===== src/rtl/song_sequencer_ctrl.sv =====
// Beat-timed game controller: steps the song ROM address, judges debounced
// button patterns inside a per-beat hit window and keeps score, combo and misses.
module song_sequencer_ctrl #(
    parameter int TICKS_PER_BEAT = 8,
    parameter int HIT_WINDOW     = 4,
    parameter int SONG_LEN       = 128,
    parameter int SCORE_MAX      = 999
) (
    input  logic       clk,
    input  logic       clear,
    input  logic       start,
    input  logic [4:0] btn_db,
    input  logic [4:0] song_note,
    output logic [6:0] songDataPos,
    output logic [1:0] countdown,
    output logic       playing,
    output logic       hit_pulse,
    output logic       miss_pulse,
    output logic [9:0] score,
    output logic [3:0] combo,
    output logic [6:0] misses,
    output logic       game_over
);

    localparam int TW = (TICKS_PER_BEAT > 1) ? $clog2(TICKS_PER_BEAT) : 1;
    localparam logic [TW-1:0] TICK_ONE  = TW'(1);
    localparam logic [TW-1:0] TICK_LAST = TW'(TICKS_PER_BEAT - 1);
    localparam logic [TW-1:0] WIN_FIRST = TW'(2);
    localparam logic [TW-1:0] WIN_LAST  = TW'(HIT_WINDOW + 1);
    localparam logic [6:0]    POS_LAST  = 7'(SONG_LEN - 1);
    localparam logic [9:0]    SCORE_CAP = 10'(SCORE_MAX);

    typedef enum logic [1:0] {
        S_IDLE      = 2'd0,
        S_COUNTDOWN = 2'd1,
        S_PLAY      = 2'd2,
        S_DONE      = 2'd3
    } state_t;

    state_t          r_state;
    state_t          w_state_nxt;
    logic [TW-1:0]   r_tick,      w_tick_nxt;
    logic [1:0]      r_beat,      w_beat_nxt;
    logic [1:0]      r_countdown, w_countdown_nxt;
    logic [4:0]      r_note,      w_note_nxt;
    logic            r_attempted, w_attempted_nxt;
    logic [6:0]      r_pos,       w_pos_nxt;
    logic            r_playing,   w_playing_nxt;
    logic            r_game_over, w_game_over_nxt;
    logic            r_hit,       w_hit_nxt;
    logic            r_miss,      w_miss_nxt;
    logic [9:0]      r_score,     w_score_nxt;
    logic [3:0]      r_combo,     w_combo_nxt;
    logic [6:0]      r_misses,    w_misses_nxt;

    logic w_tick_wrap;
    logic w_in_window;
    logic w_attempt;
    logic w_late_miss;
    logic w_judge_hit;
    logic w_judge_miss;

    function automatic logic [9:0] f_score_add(input logic [9:0] cur, input logic bonus);
        logic [10:0] sum;
        sum = {1'b0, cur} + (bonus ? 11'd2 : 11'd1);
        if (sum > {1'b0, SCORE_CAP}) begin
            f_score_add = SCORE_CAP;
        end else begin
            f_score_add = sum[9:0];
        end
    endfunction

    function automatic logic [3:0] f_combo_inc(input logic [3:0] cur);
        f_combo_inc = (cur == 4'd15) ? cur : cur + 4'd1;
    endfunction

    function automatic logic [6:0] f_misses_inc(input logic [6:0] cur);
        f_misses_inc = (cur == 7'd127) ? cur : cur + 7'd1;
    endfunction

    assign w_tick_wrap  = (r_tick == TICK_LAST);
    assign w_in_window  = (r_tick >= WIN_FIRST) && (r_tick <= WIN_LAST);
    // Only the first nonzero press inside the window of a non-rest beat is judged.
    assign w_attempt    = (r_state == S_PLAY) && w_in_window && !r_attempted &&
                          (btn_db != 5'd0) && (r_note != 5'd0);
    assign w_late_miss  = (r_state == S_PLAY) && w_tick_wrap && !r_attempted &&
                          !w_attempt && (r_note != 5'd0);
    assign w_judge_hit  = w_attempt && (btn_db == r_note);
    assign w_judge_miss = (w_attempt && (btn_db != r_note)) || w_late_miss;

    // Next-state selection for the game FSM.
    always_comb begin
        w_state_nxt = r_state;
        case (r_state)
            S_IDLE: begin
                if (start) begin
                    w_state_nxt = S_COUNTDOWN;
                end else begin
                    w_state_nxt = S_IDLE;
                end
            end
            S_COUNTDOWN: begin
                if (w_tick_wrap && (r_beat == 2'd3)) begin
                    w_state_nxt = S_PLAY;
                end else begin
                    w_state_nxt = S_COUNTDOWN;
                end
            end
            S_PLAY: begin
                if (w_tick_wrap && (r_pos == POS_LAST)) begin
                    w_state_nxt = S_DONE;
                end else begin
                    w_state_nxt = S_PLAY;
                end
            end
            S_DONE: begin
                if (start) begin
                    w_state_nxt = S_COUNTDOWN;
                end else begin
                    w_state_nxt = S_DONE;
                end
            end
            default: begin
                w_state_nxt = S_IDLE;
            end
        endcase
    end

    // Next values for the counters, judge and score datapath.
    always_comb begin
        w_tick_nxt      = r_tick;
        w_beat_nxt      = r_beat;
        w_countdown_nxt = r_countdown;
        w_note_nxt      = r_note;
        w_attempted_nxt = r_attempted;
        w_pos_nxt       = r_pos;
        w_score_nxt     = r_score;
        w_combo_nxt     = r_combo;
        w_misses_nxt    = r_misses;
        w_hit_nxt       = 1'b0;
        w_miss_nxt      = 1'b0;
        w_playing_nxt   = (w_state_nxt == S_PLAY);
        w_game_over_nxt = (w_state_nxt == S_DONE);
        case (r_state)
            S_IDLE, S_DONE: begin
                if (start) begin
                    w_tick_nxt      = '0;
                    w_beat_nxt      = 2'd0;
                    w_countdown_nxt = 2'd3;
                    w_note_nxt      = 5'd0;
                    w_attempted_nxt = 1'b0;
                    w_pos_nxt       = 7'd0;
                    w_score_nxt     = 10'd0;
                    w_combo_nxt     = 4'd0;
                    w_misses_nxt    = 7'd0;
                end else begin
                    w_tick_nxt      = r_tick;
                end
            end
            S_COUNTDOWN: begin
                if (w_tick_wrap) begin
                    w_tick_nxt      = '0;
                    w_beat_nxt      = r_beat + 2'd1;
                    w_countdown_nxt = (r_beat == 2'd3) ? 2'd0 : r_countdown - 2'd1;
                end else begin
                    w_tick_nxt      = r_tick + TICK_ONE;
                end
            end
            S_PLAY: begin
                if (w_tick_wrap) begin
                    w_tick_nxt      = '0;
                    w_attempted_nxt = 1'b0;
                    w_pos_nxt       = (r_pos == POS_LAST) ? r_pos : r_pos + 7'd1;
                end else begin
                    w_tick_nxt      = r_tick + TICK_ONE;
                    w_attempted_nxt = r_attempted | w_attempt;
                end
                // ROM data for the new address is valid one cycle after the wrap.
                if (r_tick == TICK_ONE) begin
                    w_note_nxt = song_note;
                end else begin
                    w_note_nxt = r_note;
                end
                if (w_judge_hit) begin
                    w_hit_nxt    = 1'b1;
                    w_score_nxt  = f_score_add(r_score, r_combo >= 4'd4);
                    w_combo_nxt  = f_combo_inc(r_combo);
                end else if (w_judge_miss) begin
                    w_miss_nxt   = 1'b1;
                    w_combo_nxt  = 4'd0;
                    w_misses_nxt = f_misses_inc(r_misses);
                end else begin
                    w_score_nxt  = r_score;
                end
            end
            default: begin
                w_tick_nxt = r_tick;
            end
        endcase
    end

    // FSM state register.
    always_ff @(posedge clk or negedge clear) begin
        if (!clear) begin
            r_state <= S_IDLE;
        end else begin
            r_state <= w_state_nxt;
        end
    end

    // Datapath and output registers.
    always_ff @(posedge clk or negedge clear) begin
        if (!clear) begin
            r_tick      <= '0;
            r_beat      <= 2'd0;
            r_countdown <= 2'd0;
            r_note      <= 5'd0;
            r_attempted <= 1'b0;
            r_pos       <= 7'd0;
            r_playing   <= 1'b0;
            r_game_over <= 1'b0;
            r_hit       <= 1'b0;
            r_miss      <= 1'b0;
            r_score     <= 10'd0;
            r_combo     <= 4'd0;
            r_misses    <= 7'd0;
        end else begin
            r_tick      <= w_tick_nxt;
            r_beat      <= w_beat_nxt;
            r_countdown <= w_countdown_nxt;
            r_note      <= w_note_nxt;
            r_attempted <= w_attempted_nxt;
            r_pos       <= w_pos_nxt;
            r_playing   <= w_playing_nxt;
            r_game_over <= w_game_over_nxt;
            r_hit       <= w_hit_nxt;
            r_miss      <= w_miss_nxt;
            r_score     <= w_score_nxt;
            r_combo     <= w_combo_nxt;
            r_misses    <= w_misses_nxt;
        end
    end

    assign songDataPos = r_pos;
    assign countdown   = r_countdown;
    assign playing     = r_playing;
    assign hit_pulse   = r_hit;
    assign miss_pulse  = r_miss;
    assign score       = r_score;
    assign combo       = r_combo;
    assign misses      = r_misses;
    assign game_over   = r_game_over;

endmodule


===== config.mk =====
export PLATFORM = sky130hd
export DESIGN_NAME = song_sequencer_ctrl
export DESIGN_NICKNAME = d
export VERILOG_FILES = /design/src/rtl/song_sequencer_ctrl.sv
export SDC_FILE = /design/constraint.sdc
export NUM_CORES = 1
export LEC_CHECK = 0
export ABC_AREA = 1
export ABC_CLOCK_PERIOD_IN_PS = 2150
export CAP_MARGIN = 30
export CORE_MARGIN = 3
export CORE_UTILIZATION = 50
export DETAILED_ROUTE_END_ITERATION = 6
export PLACE_DENSITY = 0.75
export SLEW_MARGIN = 20
export SYNTH_ARGS = -nofsm -noshare
export SYNTH_HDL_FRONTEND = slang
export SYNTH_SLANG_ARGS = --single-unit
export TNS_END_PERCENT = 30

===== constraint.sdc =====
create_clock -name clk -period 2.15 [get_ports clk]
set_clock_uncertainty 0.05 [all_clocks]
set_input_delay 0.645 -clock clk [delete_from_list [all_inputs] [get_ports clk]]
set_output_delay 0.645 -clock clk [all_outputs]
set_load 0.05 [all_outputs]

### After elaboration in Yosys (flattened, before gate mapping)

Cells that the tools add are included.

* memories: 0
* input port bits: 13
* output and inout port bits: 34
* register bits: 47
* logic and storage cells: 124
* latch bits: 0
* RAM bits: 0
* ROM bits: 0

* add/subtract/negate cells: 7
* bitwise operators: 1
* shifts and indexed selects: 0
* mux-type cells: 44
* order comparisons: 4
* reductions and logical operators: 30
* eq/ne operators: 24
* multiply operators: 0
* div/mod/pow operators: 0

Operators by type and width (number)
* $mux W7: 6
* $mux W10: 3
* $pmux W7 S2: 2
* $pmux W10 S2: 1
* $mux W2: 8
* $mux W4: 4
* $ne A2 B2 Y1 const B: 8
* $add A7 B1 Y7 const B: 2
* $eq A7 B7 Y1 const B: 2
* $logic_and A1 B1 Y1: 13
* $add A10 B2 Y11: 1
* $gt A11 B10 Y1 const B: 1
* $eq A2 B2 Y1 const B: 5
* $mux W5: 2
* $pmux W5 S2: 1
* $reduce_bool A5 Y1: 2
* $mux W1: 9
* $reduce_and A3 Y1: 3
* $pmux W2 S2: 2
* $pmux W2 S4: 1
* $pmux W4 S2: 1
* $reduce_and A4 Y1: 2
* $mux W3: 2
* $ne A3 B3 Y1 const B: 2
* 24 further kinds: 27

### Depth between registers and ports, before layout

* depth after elaboration: 13
* gate-level depth with buffers: 14
* depth with buffers taken out: 14

### Worst setup path after synthesis

Ideal clock, no wire load.

* path kind: reg-to-reg
* start: register r_combo[2] (netlist: combo[2])
* end: register r_score[4] (netlist: score[4])
* arrival time: 2.142 ns
* required time: 1.977 ns
* path slack: -0.165 ns
* library setup time: 0.123 ns
* stages on the path, launching flop included: 12
* buffers on the path: 0
* period minus slack after synthesis: 2.315 ns
* path through: dfrtp_1 -> nor2_1 -> ha_1 -> fa_1 -> nand2_1 -> inv_1 -> nand3_1 -> nand2_1 -> nor2_1 -> nand3_2 -> nand2_1 -> o21ai_1

* word-level cells in the longest chain between the ends: 7

RTL lines
* start, declared: RTL line 53 `logic [3:0] r_combo, w_combo_nxt;`
* start signal, assigned: RTL line 239 `r_combo <= w_combo_nxt;`
* $ge A4 B3 Y1 *: RTL line 186 `w_score_nxt = f_score_add(r_score, r_combo >= 4'd4);`
* $mux W2 *: RTL line 65 `sum = {1'b0, cur} + (bonus ? 11'd2 : 11'd1);`
* $add A10 B2 Y11 *: RTL line 65
* $gt A11 B10 Y1: RTL line 66 `if (sum > {1'b0, SCORE_CAP}) begin`
* $mux W10 *: RTL line 66
* $mux W10 *: RTL line 184 `if (w_judge_hit) begin`
* $pmux W10 S2 *: RTL line 144 `case (r_state)`
* end signal, assigned: RTL line 238 `r_score <= w_score_nxt;`
* end, declared: RTL line 52 `logic [9:0] r_score, w_score_nxt;`

Every way passes the cells marked *; elsewhere a longest branch is shown, timed or not. The select of a mux whose other input is x is not followed.
A chain may end at the register's enable or synchronous reset.

### Worst setup path after layout

* start: input btn_db[1]
* end: register r_misses[6] (netlist: misses[6])

* word-level cells in the longest chain between the ends: 9
* elaborated cells between the ends (all ways): 14
* classes of those cells: 4 x eq/ne; 10 x reduce/logical

RTL lines
* start, declared: RTL line 12 `input logic [4:0] btn_db,`
* $reduce_bool A5 Y1: RTL line 85 `(btn_db != 5'd0) && (r_note != 5'd0);`
* $logic_and A1 B1 Y1: RTL line 84 `assign w_attempt = (r_state == S_PLAY) && w_in_window && !r_attempted &&`
* $logic_and A1 B1 Y1: RTL line 85
* $logic_not A1 Y1: RTL line 87 `!w_attempt && (r_note != 5'd0);`
* $logic_and A1 B1 Y1: RTL line 86 `assign w_late_miss = (r_state == S_PLAY) && w_tick_wrap && !r_attempted &&`
* $logic_and A1 B1 Y1: RTL line 87
* $logic_or A1 B1 Y1: RTL line 89 `assign w_judge_miss = (w_attempt && (btn_db != r_note)) || w_late_miss;`
* $ne A2 B2 Y1 (no source line)
* $reduce_and A5 Y1 (no source line) *
* end signal, assigned: RTL line 240 `r_misses <= w_misses_nxt;`
* end, declared: RTL line 54 `logic [6:0] r_misses, w_misses_nxt;`

Every way passes the cells marked *; elsewhere a longest branch is shown, timed or not.

==> results <==
- The run finished with clean final reports.
- The clock root buffer is sky130_fd_sc_hd__clkbuf_8.
- The clock passes through at most 2 buffers.
- The post-detailed-route count of antenna-violating nets is 0.
- The number of pins exceeding their max-slew limit in the final report is 0.
- The worst hold margin is 0.227 ns.
- The number of antenna violations at the first check in global routing is 0.
- Counting I/O delays and the setup requirement, the final critical path takes slightly above 2 ns.
- The synthesized netlist contains 37 unique library cells.
- Detailed placement finished with a half-perimeter wire length of 4.86 mm.
- The average cell area after synthesis is 7.81 um^2.
- The analysis attributes to net switching a power of 1.03 mW.
- The fraction of power consumed by the clock network is 20.8%.
- TritonCTS built the clock tree.
- The floorplan step defined a core boundary enclosing 0.00557 mm^2.
- The total clock buffers created by CTS is 5.
- In the final layout, flip-flops and latches occupy 0.00118 mm^2.
- The part of the total power dissipated in sequential elements is 40.2%.
- Compared with the post-synthesis result, the final layout area differs by 26.5%.
- The total die area is around 0.0067 mm^2.
- Once placement finished, the instance area stood at 0.00348 mm^2.
- In this run the tool buffered the top-level ports with 46 buffer cells.
- The floorplan step set the die height to 82.1 um.
- Setup repair after global routing could not meet its margin everywhere.
- Once layout is done, the placed cells without fillers occupy 0.00367 mm^2.
- The required time at the worst-slack endpoint is roughly 2.3 ns.
- The die is 82.1 um wide.
- At the end of routability-driven placement, the weighted congestion stood at 0.862.
- The detailed-routing iteration count for the pre-antenna-repair pass is 4.
- The actual transition at the worst max-transition pin is 0.453 ns.
- The placed cell count is 502.
- The proportion of power drawn by combinational gates is roughly 40%.
- The most common cell after layout, fill and taps aside is sky130_fd_sc_hd__nand2_1.
- Grouping stages by cell kind, the critical path spends the most delay in buffers and inverters.
- In this run the tightest slew margin relative to its limit is between 60 and 70%.
- The critical path goes through clkdlybuf4s50_1 > inv_1 > nand2_1 > nand2_1 > a21oi_1 > nand3_2 > nor2_4 > buf_4 > o21ai_2 > nand2_1 > nand2_1.
- After layout, the worst path uses 95.4% of the clock period.
- The number of nets in the final layout is 469.
- The element type at the critical path end is a flip-flop.
- Among all stages on the critical path, the largest delay is contributed by sky130_fd_sc_hd__clkdlybuf4s50_1.
- For this run, the top clock speed supported by timing is approximately 500 MHz.
- The first-iteration detailed-routing DRC count is 155.
- The via count of the first global-routing pass is 2572.
- Internal power comes to 1.57 mW.
- The post-route netlist has 23.9% of its cells at a drive strength greater than 1.
- Sequential cells were found to cover between 40% and 50% of the synthesized design area.
- When the netlist entered floorplanning its net count stood at 398.
- The warning count from the yosys run is 0.
- The area of combinational cells with multiple inputs is 0.00156 mm^2.
- The final cell count without fillers is 515.
- The mapped netlist covers 0.00290 mm^2.
- Synthesis handed over a netlist of 371 instances.
- Along the worst path, the maximum fanout reaches 7.
- The routed length per instance is 13.1 um.
- The later-pin clock latency in the skew report is between 0.3 and 0.4 ns.
- In the layout the commonest cells are sky130_fd_sc_hd__nand2_1, sky130_fd_sc_hd__buf_4, sky130_fd_sc_hd__inv_1, sky130_fd_sc_hd__dfrtp_1, sky130_fd_sc_hd__nand3_1.
- Counting both buffers and inverters, the worst setup path holds a total of 3.
- By instance count, the cell type seen most on the critical path is sky130_fd_sc_hd__nand2_1.
- Setup violations remaining at the end of the flow were counted as 0.
- The synthesized design contains 47 register bits.
- The number of antenna repair diodes is 0.
- The total number of H-tree levels is 2.
- The total vias in the final route is 2683.
- The worst setup path is of the input pin to flip-flop kind.
- The path class of the lowest-slack min-delay path is input pin to asynchronous set/reset pin.
- The number of cell rows is 27.
- Counting the fill cells in the layout gives 474.
- The total routed wirelength is approximately 6.8 mm.
- The initial utilization of the core area, before any placement, comes to 52.0%.
- Summed over all layers, the global routing overflow is 0.
- The static leakage power is between 1.5 and 2 nW.
- Global routing used 21.3% of the available tracks.
- The global-route wire length before repair is 11.3 mm.
- The clock-pin transition on the worst setup and hold timing paths is 0.09 ns.
- The number of vias per cell after detailed routing is 5.21.
- The worst-case register-to-register setup slack is 0.15 ns.
- Across the run, the number of max-cap violations was 0.
- The switching share of total power is 39.5%.
- For this run, design rule violations remaining after detail routing come to 0.
- The largest incremental delay on the critical path is around 0.5 ns.
- Counting every sink on the clock net gives 47.
- The final count of hold timing violations is 0.
- The final core area utilization is 65.8%.
- The maximum vdd drop is 0.408 mV.
- The total power divided by cell area is 708 mW/mm^2.
- Data arrives at the worst endpoint at 2.19 ns.
- Entering global routing, the biggest net connects 31 pins.
- Pin placement for this block handled 47 I/O pins.
- For this design, the CTS-stage hold fixing added 0 buffers.
- The post-layout total power is 2.60 mW.
- STA classifies the critical path startpoint as an input pin.
[registers in the layout, indices dropped and copies added, names as in the netlist]
register	cells
r_note	5
misses	7
combo	4
songDataPos	7
score	10
game_over	1
r_tick	3
r_beat	2
playing	1
miss_pulse	1
r_attempted	1
hit_pulse	1
r_state	2
countdown	2
[cell type report]
cell class,count,share of cell area [%]
Clock inverter,3,0.546
Clock buffer,5,1.88
Sequential cell,47,32.2
Timing Repair Buffer,69,15.1
Multi-Input combinational cell,268,42.6
Inverter,51,5.22
Tap cell,72,2.46
[what timing repair did]
item,in CTS,in global routing
setup endpoints to repair,2,18
buffers inserted,0,4
hold endpoints to repair,0,0
gates cloned,0,1
resized for setup,1,14
pin swaps,0,9
[cell usage after synthesis (all sizes together)]
cell	n	area (um^2)
nand4	13	81.3
inv	50	188
a21oi	8	40.0
xnor2	3	26.3
dfrtp	47	1180
o32ai	1	8.76
or2	1	6.26
nor2	35	199
a21o	1	7.51
fa	1	20.0
nand3b	3	22.5
nand3	36	220
o221ai	1	8.76
nand2	107	409
o21bai	1	7.51
xor2	5	43.8
buf	6	42.5
o21a	1	7.51
nor3b	3	22.5
o21ai	29	153
nor3	4	35.0
clkinv	1	3.75
o31ai	1	7.51
ha	13	163
[logic make-up (layout without fill, tap and decap cells)]
| logic type | after synthesis | in the layout | share of synthesized area [%] |
|---|---|---|---|
| AND/OR/NAND/NOR | 202 | 203 | 34.4 |
| buffers and inverters | 57 | 128 | 8.07 |
| flip-flops | 47 | 47 | 40.6 |
| AO/OA/AOI/OAI | 43 | 43 | 8.29 |
| adder cells (fa/ha/maj) | 14 | 14 | 6.30 |
| XOR/XNOR | 8 | 8 | 2.42 |
[per-stage QoR]
step / setup WS [ns] / setup TNS (ns)
after floorplan: 0.00165 / 0
after global placement: -0.157 / -2.58
after detailed placement: -0.246 / -3.93
after CTS: 0.0584 / 0
after global routing: -0.0408 / -0.104
final: 0.0991 / 0
[metal layers]
layer / track usage (%) / routed length, um / vias to the layer above
li1: - / - / 1343
met1: 27.6 / 3030 / 1253
met2: 36.4 / 3290 / 73
met3: 3.15 / 316 / 14
met4: 7.14 / 117 / 0
met5: 0 / 0 / -
[power by group through the flow]
stage / sequential (mW) / combinational (mW) / clock (mW)
4_1_cts: 1.04 / 1.01 / 0.559
3_3_place_gp: 1.05 / 0.984 / 0
3_5_place_dp: 1.06 / 1.01 / 0
5_1_grt: 1.06 / 1.12 / 0.598
6_report: 1.04 / 1.01 / 0.539
2_1_floorplan: 1.15 / 0.590 / 0
[final timing paths]
path / from / end / cells past startpoint
max in group asynchronous: clear / combo[2] / 2
min: clear / score[9] / 1
max: btn_db[1] / misses[6] / 11
min reg2reg: countdown[1] / countdown[1] / 1
max reg2reg: combo[2] / score[3] / 12
min in group clk: countdown[1] / countdown[1] / 1
Power figures use the tool's default switching activity.
